File: src/rtl/ov_frame_ctrl.sv
// Frame-level capture controller: single-shot/continuous sequencing with decimation,
// ping-pong bank scheduling, per-frame geometry checking and drop counting.
module ov_frame_ctrl #(
  parameter int H_PIX   = 640,
  parameter int V_LINES = 480,
  parameter int SKIP_W  = 4
) (
  input  logic              pclk,
  input  logic              reset,
  input  logic              vsync,
  input  logic              href,
  input  logic              pix_we,
  input  logic              cmd_start,
  input  logic              cmd_stop,
  input  logic              mode_cont,
  input  logic [SKIP_W-1:0] skip,
  input  logic [1:0]        buf_release,
  output logic              cap_rst,
  output logic              bank_sel,
  output logic              frame_done,
  output logic              done_bank,
  output logic              done_err,
  output logic [1:0]        bank_full,
  output logic              busy,
  output logic [7:0]        drop_cnt
);

  typedef enum logic [1:0] {IDLE, WAIT_VS, CAPTURE} state_t;

  state_t            state, state_next;
  logic              vs_q, hr_q;
  logic              mode_q, mode_next;
  logic [SKIP_W-1:0] skip_q, skip_q_next;
  logic [SKIP_W-1:0] skip_cnt, skip_cnt_next;
  logic              bank_sel_next;
  logic [1:0]        bank_full_next, set_full;
  logic [7:0]        drop_next;
  logic [10:0]       pix_cnt, pix_next, pix_eff;
  logic [9:0]        line_cnt, line_next, line_upd;
  logic              err, err_next, err_upd;
  logic              stop_pend, stop_next;
  logic              done_next, done_bank_next, done_err_next;
  logic              frame_start, frame_end, line_end;

  // Edges are taken between the registered copy and the live input.
  assign frame_start = vs_q & ~vsync;
  assign frame_end   = ~vs_q & vsync;
  assign line_end    = hr_q & ~href;

  assign cap_rst = (state != CAPTURE);
  assign busy    = (state != IDLE);

  always_ff @(posedge pclk or posedge reset) begin
    if (reset) begin
      state      <= IDLE;
      vs_q       <= 1'b0;
      hr_q       <= 1'b0;
      mode_q     <= 1'b0;
      skip_q     <= '0;
      skip_cnt   <= '0;
      bank_sel   <= 1'b0;
      bank_full  <= 2'b00;
      drop_cnt   <= 8'd0;
      pix_cnt    <= '0;
      line_cnt   <= '0;
      err        <= 1'b0;
      stop_pend  <= 1'b0;
      frame_done <= 1'b0;
      done_bank  <= 1'b0;
      done_err   <= 1'b0;
    end else begin
      state      <= state_next;
      vs_q       <= vsync;
      hr_q       <= href;
      mode_q     <= mode_next;
      skip_q     <= skip_q_next;
      skip_cnt   <= skip_cnt_next;
      bank_sel   <= bank_sel_next;
      bank_full  <= bank_full_next;
      drop_cnt   <= drop_next;
      pix_cnt    <= pix_next;
      line_cnt   <= line_next;
      err        <= err_next;
      stop_pend  <= stop_next;
      frame_done <= done_next;
      done_bank  <= done_bank_next;
      done_err   <= done_err_next;
    end
  end

  always_comb begin
    state_next     = state;
    mode_next      = mode_q;
    skip_q_next    = skip_q;
    skip_cnt_next  = skip_cnt;
    bank_sel_next  = bank_sel;
    set_full       = 2'b00;
    drop_next      = drop_cnt;
    pix_next       = pix_cnt;
    line_next      = line_cnt;
    err_next       = err;
    stop_next      = stop_pend;
    done_next      = 1'b0;
    done_bank_next = done_bank;
    done_err_next  = done_err;
    pix_eff        = pix_cnt + 11'(pix_we);
    line_upd       = line_cnt;
    err_upd        = err;

    unique case (state)
      IDLE: begin
        if (cmd_start && !cmd_stop) begin
          mode_next     = mode_cont;
          skip_q_next   = skip;
          skip_cnt_next = '0;
          state_next    = WAIT_VS;
        end
      end
      WAIT_VS: begin
        if (cmd_stop) begin
          state_next = IDLE;
        end else if (frame_start) begin
          if (skip_cnt != '0) begin
            skip_cnt_next = skip_cnt - 1'b1;
          end else if (!bank_full[bank_sel] || !bank_full[~bank_sel]) begin
            bank_sel_next = bank_full[bank_sel] ? ~bank_sel : bank_sel;
            state_next    = CAPTURE;
            pix_next      = '0;
            line_next     = '0;
            err_next      = 1'b0;
            stop_next     = 1'b0;
          end else if (drop_cnt != 8'hFF) begin
            drop_next = drop_cnt + 8'd1;
          end
        end
      end
      CAPTURE: begin
        pix_next = pix_eff;
        if (cmd_stop) stop_next = 1'b1;
        // Line check lands first so a coincident frame end sees the final line count.
        if (line_end) begin
          if (pix_eff != 11'(H_PIX)) err_upd = 1'b1;
          pix_next = '0;
          if (line_cnt != '1) line_upd = line_cnt + 10'd1;
        end
        if (frame_end) begin
          if (line_upd != 10'(V_LINES)) err_upd = 1'b1;
          done_next          = 1'b1;
          done_bank_next     = bank_sel;
          done_err_next      = err_upd;
          set_full[bank_sel] = 1'b1;
          bank_sel_next      = ~bank_sel;
          skip_cnt_next      = skip_q;
          if (!mode_q || stop_pend || cmd_stop) begin
            state_next = IDLE;
            stop_next  = 1'b0;
          end else begin
            state_next = WAIT_VS;
          end
        end
        line_next = line_upd;
        err_next  = err_upd;
      end
      default: state_next = IDLE;
    endcase

    // A completing frame's set wins over a same-cycle release of that bank.
    bank_full_next = (bank_full & ~buf_release) | set_full;
  end

endmodule

File: config.mk
export PLATFORM = sky130hd
export DESIGN_NAME = ov_frame_ctrl
export DESIGN_NICKNAME = d
export VERILOG_FILES = /design/src/rtl/ov_frame_ctrl.sv
export SDC_FILE = /design/constraint.sdc
export NUM_CORES = 1
export LEC_CHECK = 0
export ABC_CLOCK_PERIOD_IN_PS = 4800
export CAP_MARGIN = 40
export CELL_PAD_IN_SITES_DETAIL_PLACEMENT = 2
export CELL_PAD_IN_SITES_GLOBAL_PLACEMENT = 2
export CORE_AREA = 8 8 97 99
export DETAILED_ROUTE_END_ITERATION = 16
export DIE_AREA = 0 0 105 107
export HOLD_SLACK_MARGIN = 0.15
export MAX_ROUTING_LAYER = met4
export PLACE_DENSITY = 0.89
export SLEW_MARGIN = 20
export SYNTH_ARGS = -nofsm -noshare
export SYNTH_HDL_FRONTEND = slang
export SYNTH_SLANG_ARGS = --single-unit
File: constraint.sdc
create_clock -name pclk -period 4.8 [get_ports pclk]
set_clock_uncertainty 0.15 [all_clocks]
set_input_delay 0.48 -clock pclk [delete_from_list [all_inputs] [get_ports pclk]]
set_output_delay 0.48 -clock pclk [all_outputs]
set_load 0.1 [all_outputs]
==> results.sh <==
export IMPL_rr_worst_depth=7
export IMPL_status="finished clean"
export IMPL_pwr_density_cell_nw_per_um2=428
export IMPL_grt_pass1_vias=3195
export IMPL_drt_pass1_iter_count=4
export IMPL_rows=33
export IMPL_tightest_slew_ns=0.751
export IMPL_route_vias_total=2749
export IMPL_antenna_found_initial=0
export IMPL_clkSinkCount=50
export IMPL_synth_seq_area_share_pct=42.6
export IMPL_finalHoldViolations=0
export IMPL_synth_top_area_share_pct=42.6
export IMPL_final_nets=388
export IMPL_cts_buffer_depth=2
export IMPL_r2r_start="skip_cnt[0]"
export IMPL_p_leak_uw=0.00152
export IMPL_synth_area_leaders="dfrtp_1, nand2_1, ha_1"
export IMPL_setup_viol=0
export IMPL_ys_seq_elements=50
export IMPL_grt_first_pass_wirelength_um=18100
export IMPL_crit_required_ns=4.17
export IMPL_synth_main_ff_cell="dfrtp_1"
export IMPL_rsz0062_at_grt="false"
export IMPL_start_util_pct=37.0
export IMPL_synthesis_nets=343
export IMPL_first_iter_violations=89
export IMPL_routabilityCongestion=0.772
export IMPL_numPortBuffers=29
export IMPL_dieWidth_um=105
export IMPL_track_usage_pct=20.9
export IMPL_fin_crit_sh_pct=63.5
export IMPL_worstPathArrival_ns=2.42
export IMPL_maxCapViolations=0
export IMPL_end_kind="output port"
export IMPL_cts_tree="done"
export IMPL_clock_root_buffer="clkbuf_8"
export IMPL_fin_crit_ns=3.05
export IMPL_min_path_cells=1
export IMPL_synthDistinctLibCells=58
export IMPL_grt_max_degree=28
export IMPL_route_detailed_drc=0
export IMPL_drive_gt1_share_pct=13.7
export IMPL_avgSynthCellArea_um2=9.20
export IMPL_viasPerCell=5.85
export IMPL_n_antenna_cell=0
export IMPL_finalPower_uw=1580
export IMPL_core_area_um2=7930
export IMPL_regToRegEndpoint="bank_sel"
export IMPL_hold_start="drop_cnt[5]"
export IMPL_r2r_setup_slack_ns=2.01
export IMPL_critPathMaxStageDelay_ns=0.58
export IMPL_path_clk_slew_ns=0.10
export IMPL_syn_cell_area_um2=2930
export IMPL_synth_top_cell_by_area="dfrtp_1"
export IMPL_maxSlewViolCount=0
export IMPL_synth_cells=319
export IMPL_die_area_um2=11200
export IMPL_ios=30
export IMPL_fillers=847
export IMPL_async_flop_share_pct=100
export IMPL_max_freq_ghz=0.328
export IMPL_yosysWarnings=0
export IMPL_ant_nets=0
export IMPL_wl_per_cell_um=23.8
export IMPL_synth_most_common_cell="dfrtp_1"
export IMPL_area_growth_pct=25.9
export IMPL_post_dp_hpwl_um=8240
export IMPL_cts_setup_buffers=0
export IMPL_clkLatencyLatePin_ns=0.31
export IMPL_final_setup_tns_ns=0
export IMPL_synthTopCellsByCount="dfrtp_1, nand2_1, nor2_1"
export IMPL_criticalPathCategory="flop to output port"
export IMPL_slowest_stage="clkdlybuf4s50_1"
export IMPL_crit_top_cell="buf_8"
export IMPL_htree_levels=2
export IMPL_critical_path_peak_fanout=19
export IMPL_cts_buffers=5
export IMPL_vdd_ir_drop_max_mv=0.303
export IMPL_holdPathEnd="drop_cnt[5]"
export IMPL_hold_path_class="flop to flop"
export IMPL_slew_limit_headroom_pct=48.8
export IMPL_ctsHoldBuffers=0
export IMPL_die_y_um=107
export IMPL_synth_edff_count=0
export IMPL_start_kind="flop"
export IMPL_routed_wl_um=11200
export IMPL_worstPathCellList="inv_1, ha_1, buf_8, clkinv_1, clkdlybuf4s50_1, buf_8"
export IMPL_grt_remaining_overflow=0
export IMPL_cts_resized=0
[cells in the final DEF (no fill, tap or decap), types with 2 or more instances in the layout]
master,count
a21oi_1,21
a22o_1,2
a22oi_1,3
a31oi_1,8
a32oi_1,2
and3_1,3
and4_1,2
buf_8,17
clkbuf_8,5
clkdlybuf4s50_1,29
dfrtp_1,50
ha_1,10
inv_1,19
mux2_2,8
mux2i_1,3
nand2_1,40
nand2b_1,4
nand3_1,11
nand3b_1,4
nand4_1,4
nor2_1,25
nor2b_1,3
nor3_1,5
nor3b_1,2
nor4_1,2
o21a_1,2
o21ai_0,23
o22ai_1,5
o311ai_0,3
o31ai_1,5
or2_2,3
or3_1,3
xnor2_1,4
xor2_1,6
[critical path, delay by kind of cell, from the launching register on]
kind,cells,cell delay (ns)
DFF,1,0.43
adders and majority gates,1,0.26
buffers and inverters,5,1.41
[metal layers]
metal  vias up  global-route usage (%)  share of wire (%)
met2        62                    38.3                 55
met4         0                    8.87                3.8
met5         -                       -                  0
met3        29                    3.12                2.5
met1      1425                    21.9                 39
li1       1233                       -                  -
[per-stage QoR]
step	util, %	setup WS, ns	std cells	cell area [um^2]	hold WS (ns)
after floorplan	-	2.10	319	2930	0.321
after CTS	46.4	1.18	469	3680	0.382
after detailed placement	45.0	1.58	461	3570	0.364
after global placement	41.7	1.36	443	3300	0.332
after global routing	46.6	1.66	470	3690	0.390
final	46.6	1.75	470	3690	0.385
[cells by family (layout without fill, tap and decap cells)]
logic type | after synthesis | in the layout | share of synthesized area [%]
adders and majority gates | 10 | 10 | 4.26
and+or+nand+nor | 122 | 122 | 22.2
DFF | 50 | 50 | 42.6
muxes | 12 | 12 | 4.86
buffers and inverters | 31 | 77 | 4.48
AOI/OAI and AO/OA | 84 | 84 | 18.6
xor gates and xnor gates | 10 | 10 | 2.98
[where the power goes]
group,switching (uW),total [uW],internal [uW]
logic,440,680,241
clock network,164,321,157
registers,85.4,580,494
[worst max path at each step]
stage              from    endpoint  slack [ns]  cells past startpoint
3_3_place_gp   state[0]     cap_rst        1.36                      4
5_1_grt        state[0]     cap_rst        1.66                      6
3_5_place_dp   state[0]     cap_rst        1.58                      5
4_1_cts        state[0]     cap_rst        1.18                      5
6_report       state[0]     cap_rst        1.75                      6
2_1_floorplan  state[0]  pix_cnt[7]        2.10                      7
[area by class of cell]
class                           count  area [um^2]  area share, %
Inverter                           21         78.8           2.13
Clock inverter                      3         43.8           1.19
Timing Repair Buffer               48          569           15.4
Tap cell                          105          131           3.56
Clock buffer                        5         68.8           1.86
Sequential cell                    50         1250           33.9
Multi-Input combinational cell    238         1550           42.0
[sequential cells by signal, indices dropped and copies added (netlist names), 2 cells and up]
name / count
bank_full: 2
line_cnt: 10
state: 2
drop_cnt: 8
pix_cnt: 11
skip_cnt: 4
skip_q: 4
Power figures use the tool's default switching activity.
